[config.mk]
export PLATFORM = sky130hd
export DESIGN_NAME = seg7_page_select
export DESIGN_NICKNAME = d
export VERILOG_FILES = /design/src/rtl/seg7_page_select.sv
export SDC_FILE = /design/constraint.sdc
export NUM_CORES = 1
export LEC_CHECK = 0
export CORE_MARGIN = 3
export CORE_UTILIZATION = 25
export CTS_CLUSTER_SIZE = 40
export DETAILED_ROUTE_END_ITERATION = 7
export SLEW_MARGIN = 20
export SYNTH_ARGS = -nofsm -noshare
export SYNTH_HDL_FRONTEND = slang
export SYNTH_SLANG_ARGS = --single-unit
[constraint.sdc]
create_clock -name clk -period 2.9 [get_ports clk]
set_input_delay 0.58 -clock clk [delete_from_list [all_inputs] [get_ports clk]]
set_output_delay 0.58 -clock clk [all_outputs]
set_load 0.05 [all_outputs]
[src/rtl/seg7_page_select.sv]
// Purpose   : debounced page/hold selector feeding the 8-digit seven-segment driver.
// Latency   : source -> data 1 cycle in LIVE; button -> pulse 2 sync + DEBOUNCE_CYCLES cycles.
// Backpressure: none; the driver latches data every cycle, outputs are always valid.
//
// Ports:
//   clk, reset          system clock, asynchronous active-high reset
//   btn_next, btn_hold  raw push-buttons (page advance, freeze toggle)
//   src_pc/instr/alu/mem  page 0..3 debug sources
//   data, page, held    registered display word, page index, frozen flag
// Build option: define SEG7_PAGE_TAG_EN to show the page number in data[31:28].
module seg7_page_select #(
  parameter int unsigned DEBOUNCE_CYCLES = 1_000_000
) (
  input  logic        clk,
  input  logic        reset,
  input  logic        btn_next,
  input  logic        btn_hold,
  input  logic [31:0] src_pc,
  input  logic [31:0] src_instr,
  input  logic [31:0] src_alu,
  input  logic [31:0] src_mem,
  output logic [31:0] data,
  output logic [1:0]  page,
  output logic        held
);

  localparam logic [23:0] CNT_LAST = 24'(DEBOUNCE_CYCLES - 1);

  typedef enum logic {LIVE, FROZEN} state_t;

  // Bit 0 = next button, bit 1 = hold button.
  logic [1:0]  sync1_q, sync2_q;
  logic [1:0]  acc_q, acc_dly_q;
  logic [23:0] cnt_q [2];

  logic        next_p, hold_p;
  logic [1:0]  page_d;
  logic [31:0] src_sel;
  logic [31:0] data_d;

  state_t      state_q;
  logic [31:0] data_q;
  logic [1:0]  page_q;
  logic        held_q;

  // Synchronizers and debouncers. The counter measures how long the
  // synchronized level has disagreed with the accepted level; any return to
  // agreement restarts it, so only a level held for DEBOUNCE_CYCLES
  // consecutive cycles is accepted.
  always_ff @(posedge clk or posedge reset) begin
    if (reset) begin
      sync1_q   <= '0;
      sync2_q   <= '0;
      acc_q     <= '0;
      acc_dly_q <= '0;
      for (int i = 0; i < 2; i++) cnt_q[i] <= '0;
    end else begin
      sync1_q   <= {btn_hold, btn_next};
      sync2_q   <= sync1_q;
      acc_dly_q <= acc_q;
      for (int i = 0; i < 2; i++) begin
        if (sync2_q[i] == acc_q[i]) begin
          cnt_q[i] <= '0;
        end else if (cnt_q[i] == CNT_LAST) begin
          acc_q[i] <= sync2_q[i];
          cnt_q[i] <= '0;
        end else begin
          cnt_q[i] <= cnt_q[i] + 24'd1;
        end
      end
    end
  end

  // Rising edges of the accepted levels only; releases produce nothing.
  assign next_p = acc_q[0] & ~acc_dly_q[0];
  assign hold_p = acc_q[1] & ~acc_dly_q[1];

  // Page after this cycle's update; wraps 3 -> 0 naturally in 2 bits.
  assign page_d = page_q + {1'b0, next_p};

  always_comb begin
    src_sel = src_pc;
    unique case (page_d)
      2'd0: src_sel = src_pc;
      2'd1: src_sel = src_instr;
      2'd2: src_sel = src_alu;
      2'd3: src_sel = src_mem;
      default: src_sel = src_pc;
    endcase
  end

`ifdef SEG7_PAGE_TAG_EN
  // Leftmost digit shows the page number.
  assign data_d = {2'b00, page_d, 28'h000_0000} | (src_sel & 32'h0FFF_FFFF);
`else
  assign data_d = src_sel;
`endif

  // Hold FSM with registered outputs. Any cycle that changes page or hold
  // state reloads data, so page/held/data always move on the same edge.
  always_ff @(posedge clk or posedge reset) begin
    if (reset) begin
      state_q <= LIVE;
      data_q  <= 32'h0000_0000;
      page_q  <= 2'd0;
      held_q  <= 1'b0;
    end else begin
      page_q <= page_d;
      unique case (state_q)
        LIVE: begin
          data_q <= data_d;
          if (hold_p) begin
            state_q <= FROZEN;
            held_q  <= 1'b1;
          end
        end
        FROZEN: begin
          if (next_p || hold_p) data_q <= data_d;
          if (hold_p) begin
            state_q <= LIVE;
            held_q  <= 1'b0;
          end
        end
        default: begin
          state_q <= LIVE;
          held_q  <= 1'b0;
        end
      endcase
    end
  end

  assign data = data_q;
  assign page = page_q;
  assign held = held_q;

endmodule
### Word level (Yosys, flattened, before mapping)

Cells that the tools add are included.

* memory bits (read-only): 0
* bits in latches: 0
* output and inout port bits: 35
* input port bits: 132
* memories: 0
* logic and storage cells: 49
* flip-flop bits (word level): 92
* bits in writable memories: 0

* $lt $le $gt $ge: 0
* divide/modulo/power cells: 0
* multiply operators: 0
* add/sub/neg operators: 3
* bitwise logic cells: 7
* equal/unequal tests: 10
* reductions and logical operators: 5
* shift-type cells: 0
* multiplexer cells: 13

Operator list (number)
* one-hot mux 32 bit (4 select lines): 1
* 2-to-1 mux 24 bit: 4
* one-hot mux 32 bit (2 select lines): 1
* adder 24 x 1 -> 24 bit, second input constant: 2
* == test 24 x 20 -> 1 bit, second input constant: 2
* 2-to-1 mux 32 bit: 1
* AND reduction 2 bit: 3
* NOT 1 bit: 5
* == test 2 bit, second input constant: 2
* 2-to-1 mux 1 bit: 4
* != test 2 bit, second input constant: 2
* one-hot mux 1 bit (2 select lines): 2
* adder 2 x 1 -> 2 bit: 1
* bitwise AND 1 bit: 2
* == test 1 bit: 2
* == test 2 x 1 -> 1 bit, second input constant: 1
* zero test 2 bit: 1
* != test 2 x 1 -> 1 bit, second input constant: 1
* logical OR 1 bit: 1

### Depth between registers and ports, before layout

Gate-level depths: netlist of the first run.

* depth in word-level cells: 7
* depth in mapped cells: 6

### Worst setup path after synthesis of the first run

No wires, ideal clock.

* path kind: register to register
* start point: register page_q[0] (netlist: page[0])
* end point: register data_q[0] (netlist: data[0])
* arrival: 2.449 ns
* data required time: 2.775 ns
* slack: 0.326 ns
* period minus slack after synthesis: 2.574 ns
* buffers on the path: 1
* library setup time: 0.125 ns
* cell stages (with the launch flop): 6
* cell sequence: dfrtp_1 -> ha_1 -> xnor2_1 -> buf_2 -> mux4_2 -> mux2_2

* longest elaborated chain between the ends: 5
* elaborated cells on any way between the ends: 8

RTL lines
* from (decl): line 43 `logic [1:0] page_q;`
* from (signal assigned): line 108 `page_q <= page_d;`
* adder 2 x 1 -> 2 bit (*): line 79 `assign page_d = page_q + {1'b0, next_p};`
* == test 2 bit, or another cell as far along: line 83 `unique case (page_d)`
* one-hot mux 32 bit (4 select lines) (*): line 83
* 2-to-1 mux 32 bit: line 118 `if (next_p || hold_p) data_q <= data_d;`
* one-hot mux 32 bit (2 select lines) (*): line 109 `unique case (state_q)`
* to (signal assigned): line 111 `data_q <= data_d;`
* to (signal assigned): line 118
* to (decl): line 42 `logic [31:0] data_q;`

Mark *: on every way between the ends. The rest lies on a longest branch, timed or not. The select of a mux whose other input is x is not followed.
A chain may end at the register's enable or synchronous reset.

### Final worst setup path of the first run

* start point: register cnt_q[13] (netlist name)
* end point: register cnt_q[23] (netlist name)

* longest elaborated chain between the ends: 3
* elaborated cells on any way between the ends: 4

RTL lines
* from (decl): line 34 `logic [23:0] cnt_q [2];`
* from (signal, indexed assignment): line 68 `cnt_q[i] <= cnt_q[i] + 24'd1;`
* adder 24 x 1 -> 24 bit / == test 24 x 20 -> 1 bit (equally long branches): line 68, 64
* 2-to-1 mux 24 bit (*): line 64 `end else if (cnt_q[i] == CNT_LAST) begin`
* 2-to-1 mux 24 bit (*): line 62 `if (sync2_q[i] == acc_q[i]) begin`

Mark *: on every way between the ends. The rest lies on a longest branch, timed or not.

==> impl_metrics.toml, run 1 <==
[critical_path]
end_kind = "flop"
regToRegEndpoint = "cnt_q[23]$_DFF_PP0_"
slowest_delay_ns = 0.54
r2r_slack_ns = 0.50
reg2reg_from = "cnt_q[13]$_DFF_PP0_"
worst_path_max_delay_cell = "sky130_fd_sc_hd__o41ai_4"
crit_arrival_ns = 2.61
rr_worst_depth = 5
crit_start = "cnt_q[13]$_DFF_PP0_"
endpoint_of_the_most_critical_setup_path = "cnt_q[23]$_DFF_PP0_"
cells_along_the_critical_path = "or4_1 > or4_4 > o41ai_4 > buf_4 > a21oi_1"
cp_data_required_time_ns = 3.11
worstPathMaxFanout = 12
critPathKind = "reg -> reg"
crit_path_start_kind = "flop"

[synth]
synthCells = 395
ys_types = 40
number_of_warnings_reported_in_the_yosys_synthesis_log = 0
syn-mean-instance-area_um2 = 12.2
synth-seq-cells = 92
post_synth_instance_area_mm2 = 0.00483
yosys_most_used_dff = "sky130_fd_sc_hd__dfrtp_1"
seq_area_frac_synth_pct = 47.7
net_count_synth = 532
synth_edf_count = 0
async_reset_ff_share_pct = 100

[sta]
hold_violations = 0
finalWorstSetupSlack_ns = 0.503
timing.final.setup_violations = 0
post_route_skew_ns = 0.00810
maxClockFrequency_mhz = 417
timing.final.crit_share_pct = 82.7
rsz0062_at_grt = "false"
tightest_slew_ns = 0.733
fin_setup_tns_ns = 0
max_slew_headroom_at_the_worst_pin_pct = 51.1
post-route-min-period_ns = 2.40
final-max-slew-violation-count = 0

[placement]
post-place-cells = 812
dp_hpwl_mm = 10.1
dpl_worst_slack_ns = 0.471
port_buffers = 166
routabilityCongestion = 0.819

[global_routing]
antenna_found_initial = 0
grt_overflow = 0
grt_first_pass_wirelength_mm = 21.9
grt_start_max_net_pins = 34
gr_usage_total_pct = 12.8
vias_in_the_first_global_route = 4321

[cells_and_area]
multi_input_area_mm2 = 0.00241
final_net_count = 700
antennaDiodeCount = 0
final_core_util_pct = 37.7
syn2layout_area_growth_pct = 46.8
finalNonFillerCells = 827
flip_flop_and_latch_area_mm2 = 0.00230
filler_cell_count = 1815
drive_above_1_share_pct = 17.1

[clock_tree]
post_cts_resize_count = 0
cts-root-buf = "sky130_fd_sc_hd__clkbuf_16"
clk_pin_slew_ns = 0.06
cts_num_sinks = 92
postCtsSetupRepairBufs = 0
max-clock-path-buffers = 2
tritoncts = "yes"
cts-hold-fix-buffers = 0
htree_levels = 3
clock_insertion_delay_worst_skew_ns = 0.34
cts-buffers-inserted = 9

[power_and_ir_drop]
worst_ir_drop_vdd_v = 0.000300
power.static_leakage_nw = 2.73
power_density_normalized_to_cell_area_mw_per_mm2 = 402
report.power.total_w = 0.00285

[detailed_routing]
vias_per_cell = 4.69
detail_route.wirelength_mm = 12.8
drtAntennaViolNets = 0
drt_pass1_iterations = 4
num_vias = 3878
drc_violation_count_after_routing = 0
wl_per_cell_um = 15.5
first_iter_violations = 235

[hold_path]
min-delay-start = "sync1_q[1]$_DFF_PP0_"
holdCritPathClass = "reg -> reg"

[die]
die_area_mm2 = 0.0210
num_rows = 50
starting_utilization_of_the_core_area_pct = 25.7
num_io_pins = 167
die_h_um = 145
dieWidth_um = 145
design.core.area_mm2 = 0.0188

[run_status]
outcome = "finished, final reports clean"

[run]
max_cap_viol_count = 0
## synth_stat cells, drive strengths merged (2+ instances only)
cell | number | area [um2]
dfrtp | 92 | 2300
mux2 | 34 | 383
mux4 | 32 | 721
nor2 | 32 | 120
a21oi | 22 | 110
nand2 | 17 | 63.8
nand4 | 16 | 100
xor2 | 15 | 131
or3 | 14 | 88.8
nand3 | 13 | 65.1
o21ai | 13 | 65.1
or4 | 13 | 101
inv | 11 | 41.3
clkbuf | 10 | 37.5
xnor2 | 10 | 87.6
buf | 8 | 50.1
o31ai | 7 | 52.6
and3 | 5 | 32.5
and4 | 5 | 43.8
ha | 5 | 62.6
nor3 | 5 | 25.0
nor4 | 3 | 18.8
o41ai | 2 | 36.3
or4b | 2 | 20.0
## cell usage in the layout, fill, tap and decap left out, types with 10 or more instances in the layout
cell,synthesis,final
sky130_fd_sc_hd__nand2_1,17,17
sky130_fd_sc_hd__nand3_1,13,13
sky130_fd_sc_hd__o21ai_0,13,13
sky130_fd_sc_hd__clkdlybuf4s50_1,0,166
sky130_fd_sc_hd__nand4_1,16,16
sky130_fd_sc_hd__or4_1,12,12
sky130_fd_sc_hd__a21oi_1,22,22
sky130_fd_sc_hd__nor2_1,32,32
sky130_fd_sc_hd__mux4_2,32,32
sky130_fd_sc_hd__or3_1,13,13
sky130_fd_sc_hd__dfrtp_1,92,92
sky130_fd_sc_hd__mux2_2,34,34
sky130_fd_sc_hd__inv_1,11,10
sky130_fd_sc_hd__xor2_1,15,15
## routing by layer
metal / global-route usage, % / wire [um]
met5: 0 / 0
met4: 3.33 / 220
met3: 4.09 / 624
met2: 22.2 / 6740
met1: 15.4 / 5200
## logic make-up (layout without fill, tap and decap cells)
logic type,Yosys count,count (layout),share of synthesized area [%]
AO/OA/AOI/OAI,47,47,5.98
XOR/XNOR,25,25,4.53
adder cells (fa/ha/maj),5,5,1.30
buffers and inverters,29,201,2.67
flip-flops,92,92,47.7
multiplexers,66,66,22.8
AND/OR/NAND/NOR,131,131,15.0
## final cells by class
cell class / instances / area share (%)
Multi-Input combinational cell: 274 / 34.0
Sequential cell: 92 / 32.5
Timing Repair Buffer: 175 / 24.6
Tap cell: 260 / 4.59
Clock buffer: 11 / 3.42
Inverter: 11 / 0.635
Clock inverter: 4 / 0.371
## state kept, by name, indices dropped and copies added, names as in the netlist
register / flops
sync2_q: 2
acc_dly_q: 2
sync1_q: 2
acc_q: 2
cnt_q: 48
held: 1
state_q: 1
data: 32
page: 2
## worst min path at each step
stage | to | cells after the start
after detailed placement | sync2_q[1]$_DFF_PP0_ | 0
after CTS | sync2_q[1]$_DFF_PP0_ | 0
after global routing | sync2_q[0]$_DFF_PP0_ | 0
final | sync2_q[1]$_DFF_PP0_ | 0
after global placement | sync2_q[1]$_DFF_PP0_ | 0
after floorplan | sync2_q[0]$_DFF_PP0_ | 0
## critical path: cells and delay by family (launching register included)
| family | cells | cell delay, ns |
|---|---|---|
| buffers and inverters | 1 | 0.27 |
| and+or+nand+nor | 2 | 0.98 |
| AOI/OAI and AO/OA | 2 | 0.60 |
| DFF | 1 | 0.42 |
## power by group
part,switching [W],internal [W]
Clock,0.000481,0.000598
Combinational,0.000176,0.000255
Sequential,0.0000217,0.00132
## per-stage QoR
stage / area, um2 / hold WS [ns]
floorplan: 4830 / 0.331
global placement: 6820 / 0.339
detailed placement: 6820 / 0.336
CTS: 7090 / 0.351
global route: 7090 / 0.361
finish: 7090 / 0.348
Power figures use the tool's default switching activity.
==> inputs of run 2 (changes only) <==
==> constraint.sdc (replaced) <==
create_clock -name clk -period 2.3 [get_ports clk]
set_input_delay 0.46 -clock clk [delete_from_list [all_inputs] [get_ports clk]]
set_output_delay 0.46 -clock clk [all_outputs]
set_load 0.05 [all_outputs]
==> run 2 against run 1 <==
  * Clock power increased by 37%
  * Register-to-register slack worse by 0.40 ns
  * Combinational power grew 29%
  * Critical path type unchanged
  * Largest power group unchanged
  * Wire length rose by 1.7%
==> impl_metrics.toml, run 2 (synthesized netlist as in run 1, its figures left out) <==
[clock_tree]
clk_pin_slew_ns = 0.07
post_cts_resize_count = 0
clock_insertion_delay_worst_skew_ns = 0.35
cts-root-buf = "sky130_fd_sc_hd__clkbuf_16"
cts-buffers-inserted = 9
htree_levels = 3
max-clock-path-buffers = 2
cts-hold-fix-buffers = 0
cts_num_sinks = 92
tritoncts = "yes"
postCtsSetupRepairBufs = 0

[sta]
post_route_skew_ns = 0.00685
rsz0062_at_grt = "false"
final-max-slew-violation-count = 0
max_slew_headroom_at_the_worst_pin_pct = 63.2
post-route-min-period_ns = 2.20
timing.final.setup_violations = 0
maxClockFrequency_mhz = 454
hold_violations = 0
fin_hold_ws_ns = 0.347
fin_setup_tns_ns = 0
timing.final.crit_share_pct = 95.7
tightest_slew_ns = 0.550

[cells_and_area]
final_net_count = 711
largest_register_ff_count = 48
antennaDiodeCount = 0
most_common_cell_after_layout_fill_and_taps_aside = "sky130_fd_sc_hd__clkdlybuf4s50_1"
regMostFlops = "cnt_q"
layout_common_cells = "sky130_fd_sc_hd__clkdlybuf4s50_1 (166), sky130_fd_sc_hd__dfrtp_1 (91), sky130_fd_sc_hd__mux2_2 (34)"
syn2layout_area_growth_pct = 50.5
drive_above_1_share_pct = 19.7

[critical_path]
r2r_slack_ns = 0.1
rr_worst_depth = 5
end_kind = "flop"
worstPathMaxFanout = 14
reg2reg_from = "cnt_q[11]$_DFF_PP0_"
regToRegEndpoint = "cnt_q[17]$_DFF_PP0_"
crit_path_start_kind = "flop"
critPathKind = "reg -> reg"
cp_data_required_time_ns = 2.54
crit_arrival_ns = 2.44

[power_and_ir_drop]
power.static_leakage_nw = 2.81
worst_ir_drop_vdd_v = 0.000373
power_density_normalized_to_cell_area_mw_per_mm2 = 512
report.power.total_w = 0.00372

[detailed_routing]
vias_per_cell = 4.69
drc_violation_count_after_routing = 0
wl_per_cell_um = 15.5
drtAntennaViolNets = 0
detail_route.wirelength_mm = 13.0
drt_pass1_iterations = 4
num_vias = 3933
first_iter_violations = 135

[global_routing]
vias_in_the_first_global_route = 4238
grt_start_max_net_pins = 33
antenna_found_initial = 0
grt_first_pass_wirelength_mm = 21.5
gr_usage_total_pct = 12.6
grt_overflow = 0

[die]
num_io_pins = 167
die_area_mm2 = 0.0210
starting_utilization_of_the_core_area_pct = 25.7
design.core.area_mm2 = 0.0188
dieWidth_um = 145
num_rows = 50
die_h_um = 145

[hold_path]
holdPathStages = 0
holdCritPathClass = "reg -> reg"
hold_end = "sync2_q[0]$_DFF_PP0_"
min-delay-start = "sync1_q[0]$_DFF_PP0_"

[placement]
dp_hpwl_mm = 10.2
routabilityCongestion = 0.799
port_buffers = 166

[run]
max_cap_viol_count = 0

[run_status]
outcome = "finished, final reports clean"
-- run 2: per-layer routing --
layer / track usage, % / vias to the layer above / wire [um]
li1: - / 1848 / -
met1: 14.5 / 1976 / 5280
met2: 22.6 / 95 / 6890
met3: 4.18 / 14 / 656
met4: 3.14 / 0 / 176
met5: 0 / - / 0
-- run 2: through the flow --
stage,instances,instance area [um2],worst slack (ns),util (%)
6_report,839,7270,0.0993,38.6
5_1_grt,839,7270,0.0178,38.6
4_1_cts,839,7250,0.0332,38.5
3_5_place_dp,823,6950,0.0611,36.9
3_3_place_gp,823,6950,0.0889,36.9
2_1_floorplan,395,4850,0.0700,-
-- run 2: where the power goes --
| part | total, W | internal, W | switching (W) |
|---|---|---|---|
| clock | 0.00148 | 0.000843 | 0.000637 |
| sequential | 0.00169 | 0.00166 | 0.0000268 |
| combinational | 0.000554 | 0.000330 | 0.000224 |
| total | 0.00372 | 0.00283 | 0.000888 |
-- run 2: worst max-delay path, cell delays in order (launching register included) --
cell,delay [ns]
sky130_fd_sc_hd__dfrtp_1,0.42
sky130_fd_sc_hd__or4_1,0.47
sky130_fd_sc_hd__or4_4,0.45
sky130_fd_sc_hd__o41ai_4,0.39
sky130_fd_sc_hd__buf_6,0.20
sky130_fd_sc_hd__o21ba_2,0.16
-- run 2: worst max-delay path by stage --
stage / startpoint / endpoint
floorplan: page[0]$_DFF_PP0_ / data[0]$_DFFE_PP0P_
global placement: cnt_q[13]$_DFF_PP0_ / cnt_q[17]$_DFF_PP0_
detailed placement: acc_q[0]$_DFFE_PP0P_ / data[12]$_DFFE_PP0P_
CTS: acc_q[0]$_DFFE_PP0P_ / data[12]$_DFFE_PP0P_
global route: cnt_q[11]$_DFF_PP0_ / cnt_q[17]$_DFF_PP0_
finish: cnt_q[11]$_DFF_PP0_ / cnt_q[17]$_DFF_PP0_
-- run 2: layout make-up --
| type | instances | area (um2) |
|---|---|---|
| fillers | 1822 | 11600 |
| well taps | 260 | 325 |
| inverters | 11 | 45.0 |
| clock inverters | 6 | 65.1 |
| flip-flops and latches | 92 | 2300 |
| clock buffers | 10 | 229 |
| multi-input cells | 274 | 2430 |
| repair buffers | 186 | 1870 |
